==> src/rtl/ram_8x4_bist.sv <==
// ram_8x4_bist: built-in self-test controller for the 8x4 RAM.
//
// Sits upstream of the RAM and owns its en/addr/data_in port. A start pulse
// writes pattern A (a+1) to every location, then reads it back and compares
// each word. It then repeats the write and read with pattern B (~(a+1)).
// While idle, the RAM port is held quiet with en=0.
//
// Ports:
//   clk       - rising-edge clock, shared with the RAM
//   rst       - asynchronous active-high reset
//   start     - one-cycle run request, honoured only in IDLE or DONE
//   ram_en    - RAM en (1 = write, 0 = read)
//   ram_addr  - RAM address
//   ram_din   - RAM write data
//   ram_dout  - RAM read data, valid RD_LAT cycles after the address
//   busy      - test in progress
//   done      - test finished; holds until the next start or rst
//   pass      - valid with done, 1 when no mismatch was seen
//   fail_addr - address of the first mismatch (0 if none)
//   err_count - mismatch count, saturating at 15
module ram_8x4_bist #(
  parameter int ADDR_W = 3,
  parameter int DATA_W = 4,
  parameter int RD_LAT = 1
) (
  input  logic              clk,
  input  logic              rst,
  input  logic              start,
  output logic              ram_en,
  output logic [ADDR_W-1:0] ram_addr,
  output logic [DATA_W-1:0] ram_din,
  input  logic [DATA_W-1:0] ram_dout,
  output logic              busy,
  output logic              done,
  output logic              pass,
  output logic [ADDR_W-1:0] fail_addr,
  output logic [3:0]        err_count
);

  typedef enum logic [2:0] {S_IDLE, S_WR, S_RD, S_DRAIN, S_DONE} state_t;

  localparam logic [ADDR_W-1:0] LAST_ADDR = '1;

  state_t            state_q, state_d;
  logic [ADDR_W-1:0] a_q, a_d;
  logic              p_q, p_d;
  logic [3:0]        err_count_q, err_count_d;
  logic [ADDR_W-1:0] fail_addr_q, fail_addr_d;
  logic              ram_en_q, ram_en_d;
  logic [ADDR_W-1:0] ram_addr_q, ram_addr_d;
  logic [DATA_W-1:0] ram_din_q, ram_din_d;
  logic              busy_q, busy_d;
  logic              done_q, done_d;
  logic              pass_q, pass_d;

  // Compare stage: expected word and address, aligned with ram_dout.
  logic              cmp_vld;
  logic [DATA_W-1:0] cmp_exp;
  logic [ADDR_W-1:0] cmp_addr;
  logic              mismatch;

  function automatic logic [DATA_W-1:0] pattern(input logic pat_b,
                                                input logic [ADDR_W-1:0] addr);
    logic [DATA_W-1:0] v;
    v = DATA_W'(addr) + DATA_W'(1);
    return pat_b ? ~v : v;
  endfunction

  generate
    if (RD_LAT == 0) begin : g_lat0
      // Asynchronous-read RAM: data belongs to the address issued this cycle.
      always_comb begin
        cmp_vld  = (state_q == S_RD);
        cmp_exp  = pattern(p_q, a_q);
        cmp_addr = a_q;
      end
    end else begin : g_lat1
      // One-deep pipeline so the expected word lines up with registered read data.
      logic              rd_vld_q, rd_vld_d;
      logic [DATA_W-1:0] rd_exp_q, rd_exp_d;
      logic [ADDR_W-1:0] rd_addr_q, rd_addr_d;

      always_comb begin
        rd_vld_d  = (state_q == S_RD);
        rd_exp_d  = pattern(p_q, a_q);
        rd_addr_d = a_q;
      end

      always_ff @(posedge clk or posedge rst) begin
        if (rst) begin
          rd_vld_q  <= 1'b0;
          rd_exp_q  <= '0;
          rd_addr_q <= '0;
        end else begin
          rd_vld_q  <= rd_vld_d;
          rd_exp_q  <= rd_exp_d;
          rd_addr_q <= rd_addr_d;
        end
      end

      assign cmp_vld  = rd_vld_q;
      assign cmp_exp  = rd_exp_q;
      assign cmp_addr = rd_addr_q;
    end
  endgenerate

  assign mismatch = cmp_vld && (ram_dout != cmp_exp);

  // State register (all flops, including the registered outputs).
  always_ff @(posedge clk or posedge rst) begin
    if (rst) begin
      state_q     <= S_IDLE;
      a_q         <= '0;
      p_q         <= 1'b0;
      err_count_q <= '0;
      fail_addr_q <= '0;
      ram_en_q    <= 1'b0;
      ram_addr_q  <= '0;
      ram_din_q   <= '0;
      busy_q      <= 1'b0;
      done_q      <= 1'b0;
      pass_q      <= 1'b0;
    end else begin
      state_q     <= state_d;
      a_q         <= a_d;
      p_q         <= p_d;
      err_count_q <= err_count_d;
      fail_addr_q <= fail_addr_d;
      ram_en_q    <= ram_en_d;
      ram_addr_q  <= ram_addr_d;
      ram_din_q   <= ram_din_d;
      busy_q      <= busy_d;
      done_q      <= done_d;
      pass_q      <= pass_d;
    end
  end

  // Next-state logic, address/pass sequencing and error bookkeeping.
  always_comb begin
    state_d     = state_q;
    a_d         = a_q;
    p_d         = p_q;
    err_count_d = err_count_q;
    fail_addr_d = fail_addr_q;

    if (mismatch) begin
      if (err_count_q != 4'd15) err_count_d = err_count_q + 4'd1;
      if (err_count_q == 4'd0)  fail_addr_d = cmp_addr;
    end

    case (state_q)
      S_IDLE, S_DONE: begin
        if (start) begin
          state_d     = S_WR;
          a_d         = '0;
          p_d         = 1'b0;
          err_count_d = '0;
          fail_addr_d = '0;
        end
      end
      S_WR: begin
        if (a_q == LAST_ADDR) begin
          state_d = S_RD;
          a_d     = '0;
        end else begin
          a_d = a_q + ADDR_W'(1);
        end
      end
      S_RD: begin
        if (a_q == LAST_ADDR) begin
          a_d = '0;
          if (RD_LAT != 0) begin
            state_d = S_DRAIN;
          end else if (!p_q) begin
            state_d = S_WR;
            p_d     = 1'b1;
          end else begin
            state_d = S_DONE;
          end
        end else begin
          a_d = a_q + ADDR_W'(1);
        end
      end
      S_DRAIN: begin
        // Last read of the pass is compared this cycle; then end of pass.
        a_d = '0;
        if (!p_q) begin
          state_d = S_WR;
          p_d     = 1'b1;
        end else begin
          state_d = S_DONE;
        end
      end
      default: state_d = S_IDLE;
    endcase
  end

  // Output logic: computed from the upcoming state so every output is a flop.
  always_comb begin
    ram_en_d   = 1'b0;
    ram_addr_d = '0;
    ram_din_d  = '0;
    busy_d     = 1'b0;
    done_d     = 1'b0;
    pass_d     = 1'b0;
    case (state_d)
      S_WR: begin
        ram_en_d   = 1'b1;
        ram_addr_d = a_d;
        ram_din_d  = pattern(p_d, a_d);
        busy_d     = 1'b1;
      end
      S_RD: begin
        ram_addr_d = a_d;
        busy_d     = 1'b1;
      end
      S_DRAIN: busy_d = 1'b1;
      S_DONE: begin
        done_d = 1'b1;
        pass_d = (err_count_d == 4'd0);
      end
      default: ;
    endcase
  end

  assign ram_en    = ram_en_q;
  assign ram_addr  = ram_addr_q;
  assign ram_din   = ram_din_q;
  assign busy      = busy_q;
  assign done      = done_q;
  assign pass      = pass_q;
  assign fail_addr = fail_addr_q;
  assign err_count = err_count_q;

endmodule

==> config.mk <==
export PLATFORM = sky130hd
export DESIGN_NAME = ram_8x4_bist
export DESIGN_NICKNAME = d
export VERILOG_FILES = /design/src/rtl/ram_8x4_bist.sv
export SDC_FILE = /design/constraint.sdc
export NUM_CORES = 1
export LEC_CHECK = 0
export ABC_AREA = 0
export BUFFER_PORTS_ARGS = -buffer_cell sky130_fd_sc_hd__buf_2
export CAP_MARGIN = 10
export CORE_MARGIN = 10
export CORE_UTILIZATION = 40
export DETAILED_ROUTE_END_ITERATION = 8
export PLACE_DENSITY_LB_ADDON = 0.15
export SYNTH_ARGS = -nofsm -noshare
export SYNTH_HDL_FRONTEND = slang
export SYNTH_SLANG_ARGS = --single-unit
==> constraint.sdc <==
create_clock -name clk -period 5.15 [get_ports clk]
set_input_delay 1.03 -clock clk [delete_from_list [all_inputs] [get_ports clk]]
set_output_delay 1.03 -clock clk [all_outputs]
set_load 0.01 [all_outputs]
# Word level (Yosys, flattened, before mapping)
# Index checks and enable logic that the tools add are counted.
# totals
regBits,33
latchBits,0
ram_bits,0
rom_bits,0
input_bits,7
out_inout_bits,18
memories,0
# op_classes
add_sub_neg,4
mul,0
div,0
n_lt_le_gt_ge,0
n_eq_ne,11
shift,0
mux,26
n_bitwise,2
n_reduce_logical,8
# ops
cell,count
2-to-1 mux 3 bit,11
2-to-1 mux 4 bit,7
"equality test 3 x 2 -> 1 bit, second input constant",4
one-hot mux 3 bit (4 select lines),1
"equality test 3 bit, second input constant",3
one-hot mux 3 bit (3 select lines),1
"adder 3 x 1 -> 4 bit, second input constant",2
logical NOT 4 bit,2
NOT 4 bit,2
"equality test 3 x 1 -> 1 bit, second input constant",2
OR reduction 2 bit,3
2-to-1 mux 1 bit,5
"adder 4 x 1 -> 4 bit, second input constant",1
!= test 4 bit,1
"!= test 4 bit, second input constant",1
"adder 3 x 1 -> 3 bit, second input constant",1
logical NOT 3 bit,1
OR reduction 3 bit,1
one-hot mux 1 bit (2 select lines),1
logical AND 1 bit,1

# Longest topological paths before layout
# depth
word_depth,7
ltp_mapped,8

# Worst setup path before layout
# No wires, ideal clock.
# synth_timing
kind,input -> register
from,in start
to,reg ram_din_q[2] (netlist: ram_din[2])
setup_ns,0.088
t_arrival_ns,2.392
slack_ns,2.669
path_stages,7
n_path_buf,0
cell_sequence,or3b_4 -> o21a_1 -> a22o_1 -> ha_1 -> and3_1 -> o21ai_0 -> nor3b_1
# synth_via
elab_chain_cells,6
# synth_lines
item,line,rtl
from (decl),28,"input logic start,"
2-to-1 mux 3 bit *,153,if (start) begin
one-hot mux 3 bit (3 select lines) *,151,case (state_q)
net a_d[1],45,"logic [ADDR_W-1:0] a_q, a_d;"
adder 3 x 1 -> 4 bit *,65,v = DATA_W'(addr) + DATA_W'(1);
NOT 4 bit,66,return pat_b ? ~v : v;
2-to-1 mux 4 bit *,66,
2-to-1 mux 4 bit *,206,case (state_d)
net ram_din_d[2],51,"logic [DATA_W-1:0] ram_din_q, ram_din_d;"
to (signal assigned),131,ram_din_q <= ram_din_d;
to (decl),51,
# The timed path passes the listed nets; every way through them passes the cells marked *.

# Worst setup path after layout
# Ends and elaborated chain as after synthesis.

==> impl_summary.txt <==
----------------------------------------------------
[Cells and area]
  Commonest cells after routing, fill and taps aside ... 33 x dfrtp_1, 24 x buf_2, 11 x nor2_1
  Fraction of layout instances using a drive strength above 1 ... between 20% and 30%
  Area growth from synthesis to final layout ... 16.61%
  Final design area excluding fillers ... 0.001757 mm2
  Net count of the finished layout ... 171
  Antenna diode count ... 0
  Most frequent standard cell in the layout excluding fill and tap cells ... dfrtp_1

[Worst setup path]
  Critical path endpoint category ... flip-flop
  Max FO, Critical Path ... 5
  Kind of launch point of the worst setup path ... input port
  Type of the setup path with the least slack ... input port to flip-flop
  Worst EP arrival ... about 2.7 ns
  CP Data Required Time ... around 5.3 ns

[Clock network]
  Clock buffer count from CTS ... 5
  H-tree levels ... 2
  Clock edge transition at the registers on the reported setup and hold paths ... 0.06 ns
  Clk buf depth ... 2
  CTS tree ... done
  Number of clock sinks ... 33
  Setup Fix Bufs, Post-CTS ... 0
  Buffer cell driving the clock tree root ... clkbuf_8
  Later-pin clock latency in the skew report ... 0.28 ns
  Number of hold-repair buffers added at the cts stage ... 0
  Number of instances resized during post-cts repair ... 0

[Die]
  Height of the chip ... roughly 80 um
  Full die area ... roughly 0.0066 mm2
  Std cell rows ... 22
  Initial Util ... around two fifths
  Number of primary I/O pins ... 25
  Width of the die ... ~81 um
  Core box area ... 0.003661 mm2

[Power]
  Sequential Power Share ... between 40% and 50%
  Combinational group share of total power ... a little over two fifths
  Cell Int Power ... 0.6737 mW
  Switching share of power ... 37.88%
  Power per cell area ... 617.4 mW/mm2
  Leakage ... between 0.8 and 0.9 nW
  Net switching power figure ... 0.4108 mW
  Peak ir drop on the vdd network ... roughly 0.37 mV
  Part of the power in the clock network ... 17.5%

[Placement]
  DP Worst Slack ... about 2.3 ns
  Detailed placement HPWL ... approximately 2200 um
  RD Place Congestion ... around 0.76
  Port buffer count ... 24
  Placed inst area ... ~0.0017 mm2

[STA]
  Count of final hold-check violations ... 0
  Total of endpoints with negative setup slack in the final report ... 0
  Worst clock skew ... 0.005785 ns
  Max Clock Freq ... 398.4 MHz
  RSZ-0062 raised after global routing ... false
  Slew at the pin closest to its max-slew limit ... approximately 0.56 ns
  Smallest setup slack after layout ... 2.640 ns
  Total count of max-transition violations in the final report ... 0
  Total Neg Setup Slack ... 0 ns
  Clock period minus final worst setup slack ... between 2 and 3 ns
  Post-route clock period utilization ... 48.74%
  Worst slew margin relative to its limit ... between 60% and 70%

[Routing]
  Topmost layer with routed signal wires ... met4
  First-iteration detailed-routing DRC count ... 43
  Wire length the detailed router placed on met1 ... between 1000 and 1500 um
  Vias per cell ... about 5.0
  Metal2 WL ... 1506 um
  Routed WL ... between 2000 and 3000 um
  Iteration count of the initial detailed-routing pass ... 4
  Routed length per placed instance ... roughly 14 um
  Routed met3 length ... approximately 200 um
  Detailed-route via count ... around 1,000
  Residual antenna-violating net count after detailed routing ... 0
  DRC errors left ... 0

[Synthesis]
  Nets in the synthesized netlist ... 143
  Mapped Area ... between 0.0015 and 0.002 mm2
  Proportion of synthesized chip area in sequential cells ... approximately 55%
  Flops & latches, synth ... 33
  Cell count after synthesis ... approximately 130
  Number of library cell types mapped by synthesis ... 38
  Number of synthesis warnings ... 0
  Post-synthesis area per instance ... 11.50 um2

[GRT]
  Pin count of the biggest net entering global routing ... 34
  Initial antenna violation count ... 0
  GR Util All Layers ... under 10%
  Global-route wire length before repair ... between 4000 and 5000 um
  Aggregate global routing overflow ... 0
  Number of global-route vias before repair ... 1,058

[Run status]
  Outcome ... complete, no violations

[Worst hold path]
  Worst hold path type ... flip-flop to flip-flop

[Job]
  Maxcap violations ... 0

----------------------------------------------------
## metrics by stage
stage                     total power, mW  util, %  instances  hold slack [ns]
after floorplan                    0.7804        -        131           0.3985
after global placement             0.8977    45.63        200           0.4327
after detailed placement           0.9095    45.63        200           0.4373
after CTS                           1.104    47.98        207           0.4497
after global routing                1.176    47.98        207           0.4626
final                               1.085    47.98        207           0.4406
## cell type report
| cell class | instances | area, um2 |
|---|---|---|
| fill | 365 | 1904 |
| tap | 48 | 60.06 |
| multi-input combinational | 87 | 630.6 |
| timing repair buffer | 25 | 127.6 |
| clock buffer | 7 | 86.33 |
| sequential | 33 | 825.8 |
| inverter | 7 | 26.28 |
## cell usage after synthesis (all sizes together)
cell,count,area share [%]
o41a,1,1.4
nor3,5,2.0
nor2,11,2.7
dfrtp,33,55
nor4,1,0.42
or3b,1,0.75
clkbuf,2,0.50
a31oi,1,0.42
inv,7,1.7
a21o,1,0.50
and2,1,0.42
nand2b,3,1.2
nand2,8,2.2
nor4b,1,1.0
and4,1,0.58
nor2b,2,0.83
o21ai,5,1.7
buf,2,1.1
a21oi,5,1.9
ha,5,4.2
and3b,1,0.58
mux2,1,0.75
o21a,1,0.50
nand3,5,1.7
xnor2,4,2.3
xor2,7,4.1
and3,1,0.42
nor3b,2,1.3
a22o,2,1.2
mux2i,7,4.7
nand4,1,0.42
a32o,2,1.3
nand3b,1,0.50
## routing by layer
metal  vias to the layer above  global-route usage [%]
li1                        505                       -
met2                        20                   15.96
met1                       508                   10.22
met4                         0                   5.190
met5                         -                       0
met3                         8                   3.753
## cells by family after synthesis
group / after synthesis / synth area share, %
AO/OA/AOI/OAI: 18 / 8.888
multiplexers: 8 / 5.399
XOR/XNOR: 11 / 6.395
adder cells (fa/ha/maj): 5 / 4.153
flip-flops: 33 / 54.82
AND/OR/NAND/NOR: 45 / 17.03
buffers and inverters: 11 / 3.322
## final timing paths
kind / startpoint / to / slack [ns] / depth (start not counted)
worst min-delay path: a_q[2] / cmp_addr[2] / 0.44 / 0
worst max-delay path: start / ram_din[2] / 2.64 / 8
max in group asynchronous: rst / cmp_exp[0] / 4.02 / 3
worst max register to register: a_q[0] / ram_din[2] / 2.84 / 8
worst min register to register: a_q[2] / cmp_addr[2] / 0.44 / 0
min in group asynchronous: rst / err_count[2] / 0.83 / 3
## worst max-delay path, stage by stage
cell and delay, ns:
buf_2 0.11, or3b_4 0.41, o21a_1 0.15, a22o_1 0.27, ha_1 0.20, and3_1 0.16
o21ai_0 0.17, nor3b_1 0.21
## power groups by stage
stage	clock network, mW	registers [mW]	logic, mW
after global routing	0.205	0.457	0.514
after CTS	0.196	0.443	0.464
after floorplan	0	0.434	0.347
final	0.190	0.441	0.454
after detailed placement	0	0.448	0.462
after global placement	0	0.444	0.454
## state kept, by name, summed over array words and instances, names as in the netlist
| register | count |
|---|---|
| busy | 1 |
| done | 1 |
| p_q | 1 |
| ram_addr | 3 |
| cmp_addr | 3 |
| fail_addr | 3 |
| pass | 1 |
| a_q | 3 |
| cmp_vld | 1 |
| cmp_exp | 4 |
| err_count | 4 |
| ram_din | 4 |
| state_q | 3 |
| ram_en | 1 |
(Power assumes the default switching activity.)
